[config.mk]
export PLATFORM = sky130hd
export DESIGN_NAME = uart_rx_ctrl_flat
export DESIGN_NICKNAME = d
export VERILOG_FILES = /design/src/rtl/uart_pkg.sv /design/src/rtl/uart_rx_ctrl_if.sv /design/src/rtl/uart_rx_sampler.sv /design/src/rtl/uart_rx_ctrl.sv /design/src/flat_wrapper.sv
export SDC_FILE = /design/constraint.sdc
export NUM_CORES = 1
export LEC_CHECK = 0
export BUFFER_PORTS_ARGS = -buffer_cell sky130_fd_sc_hd__buf_2
export CORE_UTILIZATION = 45
export DETAILED_ROUTE_END_ITERATION = 7
export HOLD_SLACK_MARGIN = 0.12
export PLACE_DENSITY_LB_ADDON = 0.2
export SYNTH_ARGS = -nofsm -noshare
export SYNTH_HDL_FRONTEND = slang
export SYNTH_HIERARCHICAL = 1
export SYNTH_SLANG_ARGS = --single-unit
[constraint.sdc]
create_clock -name clk -period 4.4 [get_ports clk]
set_input_delay 0.88 -clock clk [delete_from_list [all_inputs] [get_ports clk]]
set_output_delay 0.88 -clock clk [all_outputs]
set_load 0.02 [all_outputs]
[src/rtl/uart_pkg.sv]
// Shared definitions for the UART receive path: FSM state encodings,
// sample-point positions within a bit period, and the majority vote.
package uart_pkg;

    localparam logic [2:0] ENC_IDLE   = 3'd0;
    localparam logic [2:0] ENC_START  = 3'd1;
    localparam logic [2:0] ENC_DATA   = 3'd2;
    localparam logic [2:0] ENC_PARITY = 3'd3;
    localparam logic [2:0] ENC_STOP   = 3'd4;

    typedef enum logic [2:0] {
        ST_IDLE   = ENC_IDLE,
        ST_START  = ENC_START,
        ST_DATA   = ENC_DATA,
        ST_PARITY = ENC_PARITY,
        ST_STOP   = ENC_STOP
    } rx_state_e;

    // First of the three mid-bit samples; the other two follow on consecutive cycles.
    function automatic int first_sample(input int prescale);
        return prescale / 2 - 1;
    endfunction

    // Cycle in which the registered vote is acted on.
    function automatic int decision_point(input int prescale);
        return prescale / 2 + 2;
    endfunction

    function automatic logic majority(input logic a, input logic b, input logic c);
        return (a & b) | (a & c) | (b & c);
    endfunction

endpackage

[src/rtl/uart_rx_ctrl_if.sv]
// Signal bundle between the receive controller and the UART top level / deserializer.
interface uart_rx_ctrl_if #(
    parameter int DATA_WIDTH = 8
);
    localparam int IW = $clog2(DATA_WIDTH);

    logic          rx_in;
    logic          parity_enable;
    logic          parity_type;
    logic          deser_enable;
    logic [IW-1:0] data_index;
    logic          sampled_bit;
    logic          data_valid;
    logic          parity_error;
    logic          framing_error;
    logic          busy;

    modport master (
        input  rx_in, parity_enable, parity_type,
        output deser_enable, data_index, sampled_bit,
               data_valid, parity_error, framing_error, busy
    );

    modport slave (
        output rx_in, parity_enable, parity_type,
        input  deser_enable, data_index, sampled_bit,
               data_valid, parity_error, framing_error, busy
    );

endinterface

[src/rtl/uart_rx_sampler.sv]
// Bit-period timing for the receiver: edge counter, three mid-bit samples
// of rx_in and their majority vote.
module uart_rx_sampler
    import uart_pkg::*;
#(
    parameter int PRESCALE = 16
) (
    input  logic clk,
    input  logic reset,
    input  logic rx_in,
    input  logic active,
    input  logic active_next,
    output logic pre_decision,
    output logic decision,
    output logic bit_end,
    output logic vote,
    output logic sampled_bit
);

    localparam int CW  = $clog2(PRESCALE);
    localparam int S0  = first_sample(PRESCALE);
    localparam int S1  = S0 + 1;
    localparam int S2  = S0 + 2;
    localparam int DEC = decision_point(PRESCALE);

    logic [CW-1:0] edge_cnt;
    logic [2:0]    samples;

    assign pre_decision = active && (edge_cnt == CW'(S2));
    assign decision     = active && (edge_cnt == CW'(DEC));
    assign bit_end      = active && (edge_cnt == CW'(PRESCALE - 1));
    assign vote         = majority(samples[0], samples[1], samples[2]);

    // The IDLE cycle that sees the falling edge is edge 0, so counting resumes at 1.
    // NOTE: sequential state uses non-blocking assignments so every flop samples pre-edge values.
    always_ff @(posedge clk or negedge reset) begin
        if (!reset) begin
            edge_cnt <= '0;
        end else if (!active_next) begin
            edge_cnt <= '0;
        end else if (!active) begin
            edge_cnt <= CW'(1);
        end else if (bit_end) begin
            edge_cnt <= '0;
        end else begin
            edge_cnt <= edge_cnt + 1'b1;
        end
    end

    // sampled_bit is registered alongside the third sample so it is valid in the decision cycle.
    always_ff @(posedge clk or negedge reset) begin
        if (!reset) begin
            samples     <= '0;
            sampled_bit <= 1'b0;
        end else if (active) begin
            if (edge_cnt == CW'(S0)) samples[0] <= rx_in;
            if (edge_cnt == CW'(S1)) samples[1] <= rx_in;
            if (pre_decision) begin
                samples[2]  <= rx_in;
                sampled_bit <= majority(samples[0], samples[1], rx_in);
            end
        end
    end

endmodule

[src/rtl/uart_rx_ctrl.sv]
// UART receive controller: frame FSM, data bit counter, parity check and
// registered strobes/status towards the deserializer and UART top level.
module uart_rx_ctrl
    import uart_pkg::*;
#(
    parameter int DATA_WIDTH = 8,
    parameter int PRESCALE   = 16
) (
    input  logic           clk,
    input  logic           reset,
    uart_rx_ctrl_if.master bus
);

    localparam int IW = $clog2(DATA_WIDTH);

    rx_state_e     state;
    rx_state_e     state_next;
    logic [IW-1:0] bit_cnt;
    logic [IW-1:0] data_index;
    logic          last_bit;
    logic          par_en;
    logic          par_type;
    logic          par_acc;
    logic          par_flag;
    logic          deser_enable;
    logic          data_valid;
    logic          parity_error;
    logic          framing_error;
    logic          busy;
    logic          active;
    logic          active_next;
    logic          pre_decision;
    logic          decision;
    logic          bit_end;
    logic          vote;
    logic          sampled_bit;

    assign active      = (state != ST_IDLE);
    assign active_next = (state_next != ST_IDLE);
    assign last_bit    = (bit_cnt == IW'(DATA_WIDTH - 1));

    uart_rx_sampler #(
        .PRESCALE (PRESCALE)
    ) u_sampler (
        .clk          (clk),
        .reset        (reset),
        .rx_in        (bus.rx_in),
        .active       (active),
        .active_next  (active_next),
        .pre_decision (pre_decision),
        .decision     (decision),
        .bit_end      (bit_end),
        .vote         (vote),
        .sampled_bit  (sampled_bit)
    );

    always_ff @(posedge clk or negedge reset) begin
        if (!reset) state <= ST_IDLE;
        else        state <= state_next;
    end

    // NOTE: next_state gets its default first, so no branch can leave it unassigned and infer a latch.
    always_comb begin
        state_next = state;
        case (state)
            ST_IDLE:   if (!bus.rx_in) state_next = ST_START;
            ST_START: begin
                if (decision && vote) state_next = ST_IDLE;
                else if (bit_end)     state_next = ST_DATA;
            end
            ST_DATA:   if (bit_end && last_bit) state_next = par_en ? ST_PARITY : ST_STOP;
            ST_PARITY: if (bit_end) state_next = ST_STOP;
            ST_STOP:   if (decision) state_next = ST_IDLE;
            default:   state_next = ST_IDLE;
        endcase
    end

    // Leaving STOP at mid-bit gives IDLE the second half of the stop bit to catch the next edge.
    always_ff @(posedge clk or negedge reset) begin
        if (!reset) begin
            bit_cnt       <= '0;
            data_index    <= '0;
            par_en        <= 1'b0;
            par_type      <= 1'b0;
            par_acc       <= 1'b0;
            par_flag      <= 1'b0;
            deser_enable  <= 1'b0;
            data_valid    <= 1'b0;
            parity_error  <= 1'b0;
            framing_error <= 1'b0;
            busy          <= 1'b0;
        end else begin
            deser_enable  <= 1'b0;
            data_valid    <= 1'b0;
            parity_error  <= 1'b0;
            framing_error <= 1'b0;
            busy          <= active_next;
            case (state)
                ST_START: begin
                    if (decision && !vote) begin
                        par_en   <= bus.parity_enable;
                        par_type <= bus.parity_type;
                        par_flag <= 1'b0;
                    end
                    if (bit_end) begin
                        bit_cnt <= '0;
                        par_acc <= 1'b0;
                    end
                end
                ST_DATA: begin
                    if (pre_decision) begin
                        deser_enable <= 1'b1;
                        data_index   <= bit_cnt;
                    end
                    if (decision) par_acc <= par_acc ^ vote;
                    if (bit_end && !last_bit) bit_cnt <= bit_cnt + 1'b1;
                end
                ST_PARITY: begin
                    if (decision) par_flag <= (vote != (par_acc ^ par_type));
                end
                ST_STOP: begin
                    if (decision) begin
                        framing_error <= !vote;
                        parity_error  <= vote && par_flag;
                        data_valid    <= vote && !par_flag;
                    end
                end
                default: ;
            endcase
        end
    end

    assign bus.deser_enable  = deser_enable;
    assign bus.data_index    = data_index;
    assign bus.sampled_bit   = sampled_bit;
    assign bus.data_valid    = data_valid;
    assign bus.parity_error  = parity_error;
    assign bus.framing_error = framing_error;
    assign bus.busy          = busy;

endmodule

[src/flat_wrapper.sv]
// flat-port wrapper written by rule: the top's interface ports become plain ports
module uart_rx_ctrl_flat import uart_pkg::*;
#(
    parameter int DATA_WIDTH = 8,
    parameter int PRESCALE   = 16
)
  (clk, reset, bus_rx_in, bus_parity_enable, bus_parity_type, bus_deser_enable, bus_data_index, bus_sampled_bit, bus_data_valid, bus_parity_error, bus_framing_error, bus_busy);
  uart_rx_ctrl_if #(.DATA_WIDTH(DATA_WIDTH)) bus_i ();
  input  logic clk;
  input  logic reset;
  input wire logic [$bits(bus_i.rx_in)-1:0] bus_rx_in;
  input wire logic [$bits(bus_i.parity_enable)-1:0] bus_parity_enable;
  input wire logic [$bits(bus_i.parity_type)-1:0] bus_parity_type;
  output wire logic [$bits(bus_i.deser_enable)-1:0] bus_deser_enable;
  output wire logic [$bits(bus_i.data_index)-1:0] bus_data_index;
  output wire logic [$bits(bus_i.sampled_bit)-1:0] bus_sampled_bit;
  output wire logic [$bits(bus_i.data_valid)-1:0] bus_data_valid;
  output wire logic [$bits(bus_i.parity_error)-1:0] bus_parity_error;
  output wire logic [$bits(bus_i.framing_error)-1:0] bus_framing_error;
  output wire logic [$bits(bus_i.busy)-1:0] bus_busy;
  assign bus_i.rx_in = bus_rx_in;
  assign bus_i.parity_enable = bus_parity_enable;
  assign bus_i.parity_type = bus_parity_type;
  assign bus_deser_enable = bus_i.deser_enable;
  assign bus_data_index = bus_i.data_index;
  assign bus_sampled_bit = bus_i.sampled_bit;
  assign bus_data_valid = bus_i.data_valid;
  assign bus_parity_error = bus_i.parity_error;
  assign bus_framing_error = bus_i.framing_error;
  assign bus_busy = bus_i.busy;
  uart_rx_ctrl #(.DATA_WIDTH(DATA_WIDTH), .PRESCALE(PRESCALE)) u_core (.clk(clk), .reset(reset), .bus(bus_i));
endmodule
==> results.py <==
metrics = {
    "global_route": {
        "grt_max_degree": 27,
        "grt_pass1_vias": 842,
        "antenna_found_initial": 0,
        "gr-total-overflow": 0,
        "grt_usage": 0.149,
        "grt_pass1_wl_mm": 3.76,
    },
    "die": {
        "rows": 19,
        "ioPinCount": 14,
        "die_x_um": 57.1,
        "die_y_um": 57.1,
        "start_util": 0.486,
        "coreArea_mm2": 0.00281,
        "dieArea_mm2": 0.00325,
    },
    "synth": {
        "synthArstFlopShare": 1.00,
        "yosys_warnings": 6,
        "syn_nets": 123,
        "synth_seq_cells": 26,
        "synth_area_per_cell_um2": 12.2,
        "syn_area_mm2": 0.00136,
        "syn_inst": 112,
        "synth_ff_type": "dfrtp_1",
        "synth.lib_cells_used.distinct": 40,
        "yosysSeqAreaShare": 0.477,
        "synth_edf_count": 0,
    },
    "cts": {
        "clkTransAtPathRegs_ps": 140,
        "clockBufferDepth": 2,
        "insertion_delay_ps": 320,
        "cts_tree": "done",
        "cts_hold_buffers": 0,
        "post_cts_resized": 0,
        "cts_root_buffer": "clkbuf_4",
        "htreeDepth": 1,
        "postCtsSetupRepairBufs": 0,
        "clkSinkCount": 26,
        "numCtsBuffers": 3,
    },
    "detailed_routing": {
        "antenna_left": 0,
        "routed_via_density": 5.54,
        "wl_mm": 2.14,
        "drc": 4,
        "initialDrtViolationCount": 24,
        "dr.pass1.iters": 6,
        "vias": 865,
        "wl_per_cell_um": 13.7,
    },
    "critical_path": {
        "required_ps": 4620,
        "path_max_fanout": 11,
        "endpoint": "u_core/u_sampler/edge_cnt[1]$_DFF_PN0_",
        "worstSetupStartpoint": "u_core/state[2]$_DFF_PN0_",
        "crit_arrival_ps": 2580,
        "r2r-start": "u_core/state[2]$_DFF_PN0_",
        "regToRegEndpoint": "u_core/u_sampler/edge_cnt[1]$_DFF_PN0_",
        "critPathLaunchType": "flop",
        "end_kind": "flop",
        "r2r_setup_slack_ps": 2040,
        "crit_type": "flop to flop",
        "reg2reg_depth": 6,
    },
    "finish": {
        "fillCellCount": 252,
        "final_core_util": 0.526,
        "multiInputGateArea_um2": 638,
        "final_common_cell": "dfrtp_1",
        "nets": 137,
        "seqCellArea_um2": 651,
        "layout_common_cells": "dfrtp_1, buf_2, nand2_1, inv_1, ha_1",
        "drive_gt1_frac": 0.256,
        "antenna_cells": 0,
        "syn_to_final_growth_pct": 8.16,
    },
    "placed_design": {
        "dp_slack_ps": 2080,
        "numPortBuffers": 13,
        "hpwl_mm": 1.59,
        "gp_congestion": 0.805,
    },
    "timing": {
        "hold_viol": 0,
        "rsz0062_at_grt": "false",
        "finClkSkew_ps": 8.71,
        "slew_headroom": 0.627,
        "fmax_ghz": 0.425,
        "tightest_slew_ps": 560,
        "timing.final.crit_share": 0.535,
        "finalSetupViolCount": 0,
        "period_needed_ps": 2360,
        "setup_slack_ps": 2040,
        "maxSlewViolCount": 0,
        "finalSetupTns_ps": 0,
    },
    "power_and_ir_drop": {
        "p_leak_nw": 0.740,
        "power_w": 0.000784,
        "peakVddDrop_v": 0.000243,
        "p_per_area_mw_per_mm2": 532,
    },
    "run_status": {
        "status": "complete, but fails checks",
        "violations": "design-rule violations",
    },
    "hold_path": {
        "holdCritPathClass": "flop to flop",
    },
    "flow_run": {
        "drv_cap": 0,
    },
}
area by class of cell:
class                      count  area share
timing repair buffer          13      0.0441
multi-input combinational     74       0.433
tap                           31      0.0263
clock buffer                   3      0.0153
clock inverter                 1      0.0204
inverter                       8      0.0204
sequential                    26       0.441
critical path: stages, from the launching register on:
cell and delay [ps]:
dfrtp_1 520, or3_4 500, and4_2 320, o211ai_1 110
o21ai_0 140, or3_1 430, and3_2 240
metal layers:
layer / vias to the layer above / global-route usage / wire length [um]
met5: - / 0 / 0
li1: 427 / - / -
met1: 420 / 0.193 / 1000
met2: 16 / 0.245 / 1050
met3: 2 / 0.0272 / 76
met4: 0 / 0.0627 / 16
logic make-up (layout without fill, tap and decap cells):
kind of cell             count (synthesis)  count (layout)  synth area share
AND/OR/NAND/NOR                         38              38             0.195
adder cells (fa/ha/maj)                  8               8            0.0697
multiplexers                            13              13             0.118
XOR/XNOR                                 3               3            0.0193
buffers and inverters                   12              25            0.0550
flip-flops                              26              26             0.477
AO/OA/AOI/OAI                           12              12            0.0661
worst min-delay path by stage:
stage	slack, ps	end	cells after the start	startpoint
3_3_place_gp	480	u_core/bus.data_valid$_DFF_PN0_	1	u_core/par_flag$_DFFE_PN0P_
5_1_grt	520	u_core/bus.data_valid$_DFF_PN0_	1	u_core/par_flag$_DFFE_PN0P_
2_1_floorplan	430	u_core/bus.data_valid$_DFF_PN0_	1	u_core/par_flag$_DFFE_PN0P_
6_report	480	u_core/bus.data_valid$_DFF_PN0_	1	u_core/par_flag$_DFFE_PN0P_
3_5_place_dp	470	u_core/bus.data_valid$_DFF_PN0_	1	u_core/par_flag$_DFFE_PN0P_
4_1_cts	490	u_core/bus.data_valid$_DFF_PN0_	1	u_core/par_flag$_DFFE_PN0P_
power breakdown:
group | total, W | leakage, nW | internal (W) | switching [W]
Sequential | 0.000369 | 0.335 | 0.000296 | 0.0000737
Clock | 0.000159 | 0.0279 | 0.0000921 | 0.0000670
Combinational | 0.000256 | 0.378 | 0.000134 | 0.000122
Total | 0.000784 | 0.740 | 0.000522 | 0.000262
state kept, by name, indices dropped and copies added (netlist names):
register and count:
u_core/u_sampler/sampled_bit 1, u_core/par_type 1, u_core/bus.data_valid 1, u_core/bus.framing_error 1, u_core/state 3, u_core/par_flag 1, u_core/par_en 1, u_core/par_acc 1
u_core/bus.parity_error 1, u_core/bus.data_index 3, u_core/bus.deser_enable 1, u_core/bit_cnt 3, u_core/u_sampler/edge_cnt 4, u_core/u_sampler/samples 3, u_core/bus.busy 1
synth_stat cells, drive strengths merged, types with 2 or more instances:
| library cell | number | area (um2) |
|---|---|---|
| a31oi | 2 | 12.5 |
| buf | 4 | 45.0 |
| dfrtp | 26 | 651 |
| ha | 6 | 75.1 |
| inv | 8 | 30.0 |
| maj3 | 2 | 20.0 |
| mux2 | 10 | 131 |
| mux2i | 3 | 30.0 |
| nand2 | 8 | 30.0 |
| nand3 | 2 | 10.0 |
| nand3b | 2 | 15.0 |
| nand4b | 4 | 50.1 |
| nor2 | 4 | 15.0 |
| nor2b | 2 | 12.5 |
| nor3 | 2 | 10.0 |
| nor3b | 4 | 41.3 |
| o211ai | 2 | 20.0 |
| o21ai | 3 | 15.0 |
| or3 | 2 | 17.5 |
| xnor2 | 3 | 26.3 |
stage by stage:
stage                     cells  cell area, um2  hold WS (ps)
after floorplan             112            1360           433
after global placement      152            1420           481
after detailed placement    152            1420           467
after CTS                   156            1480           487
after global routing        156            1480           519
final                       156            1480           483
Note: power is estimated with default switching activity, not from simulation.
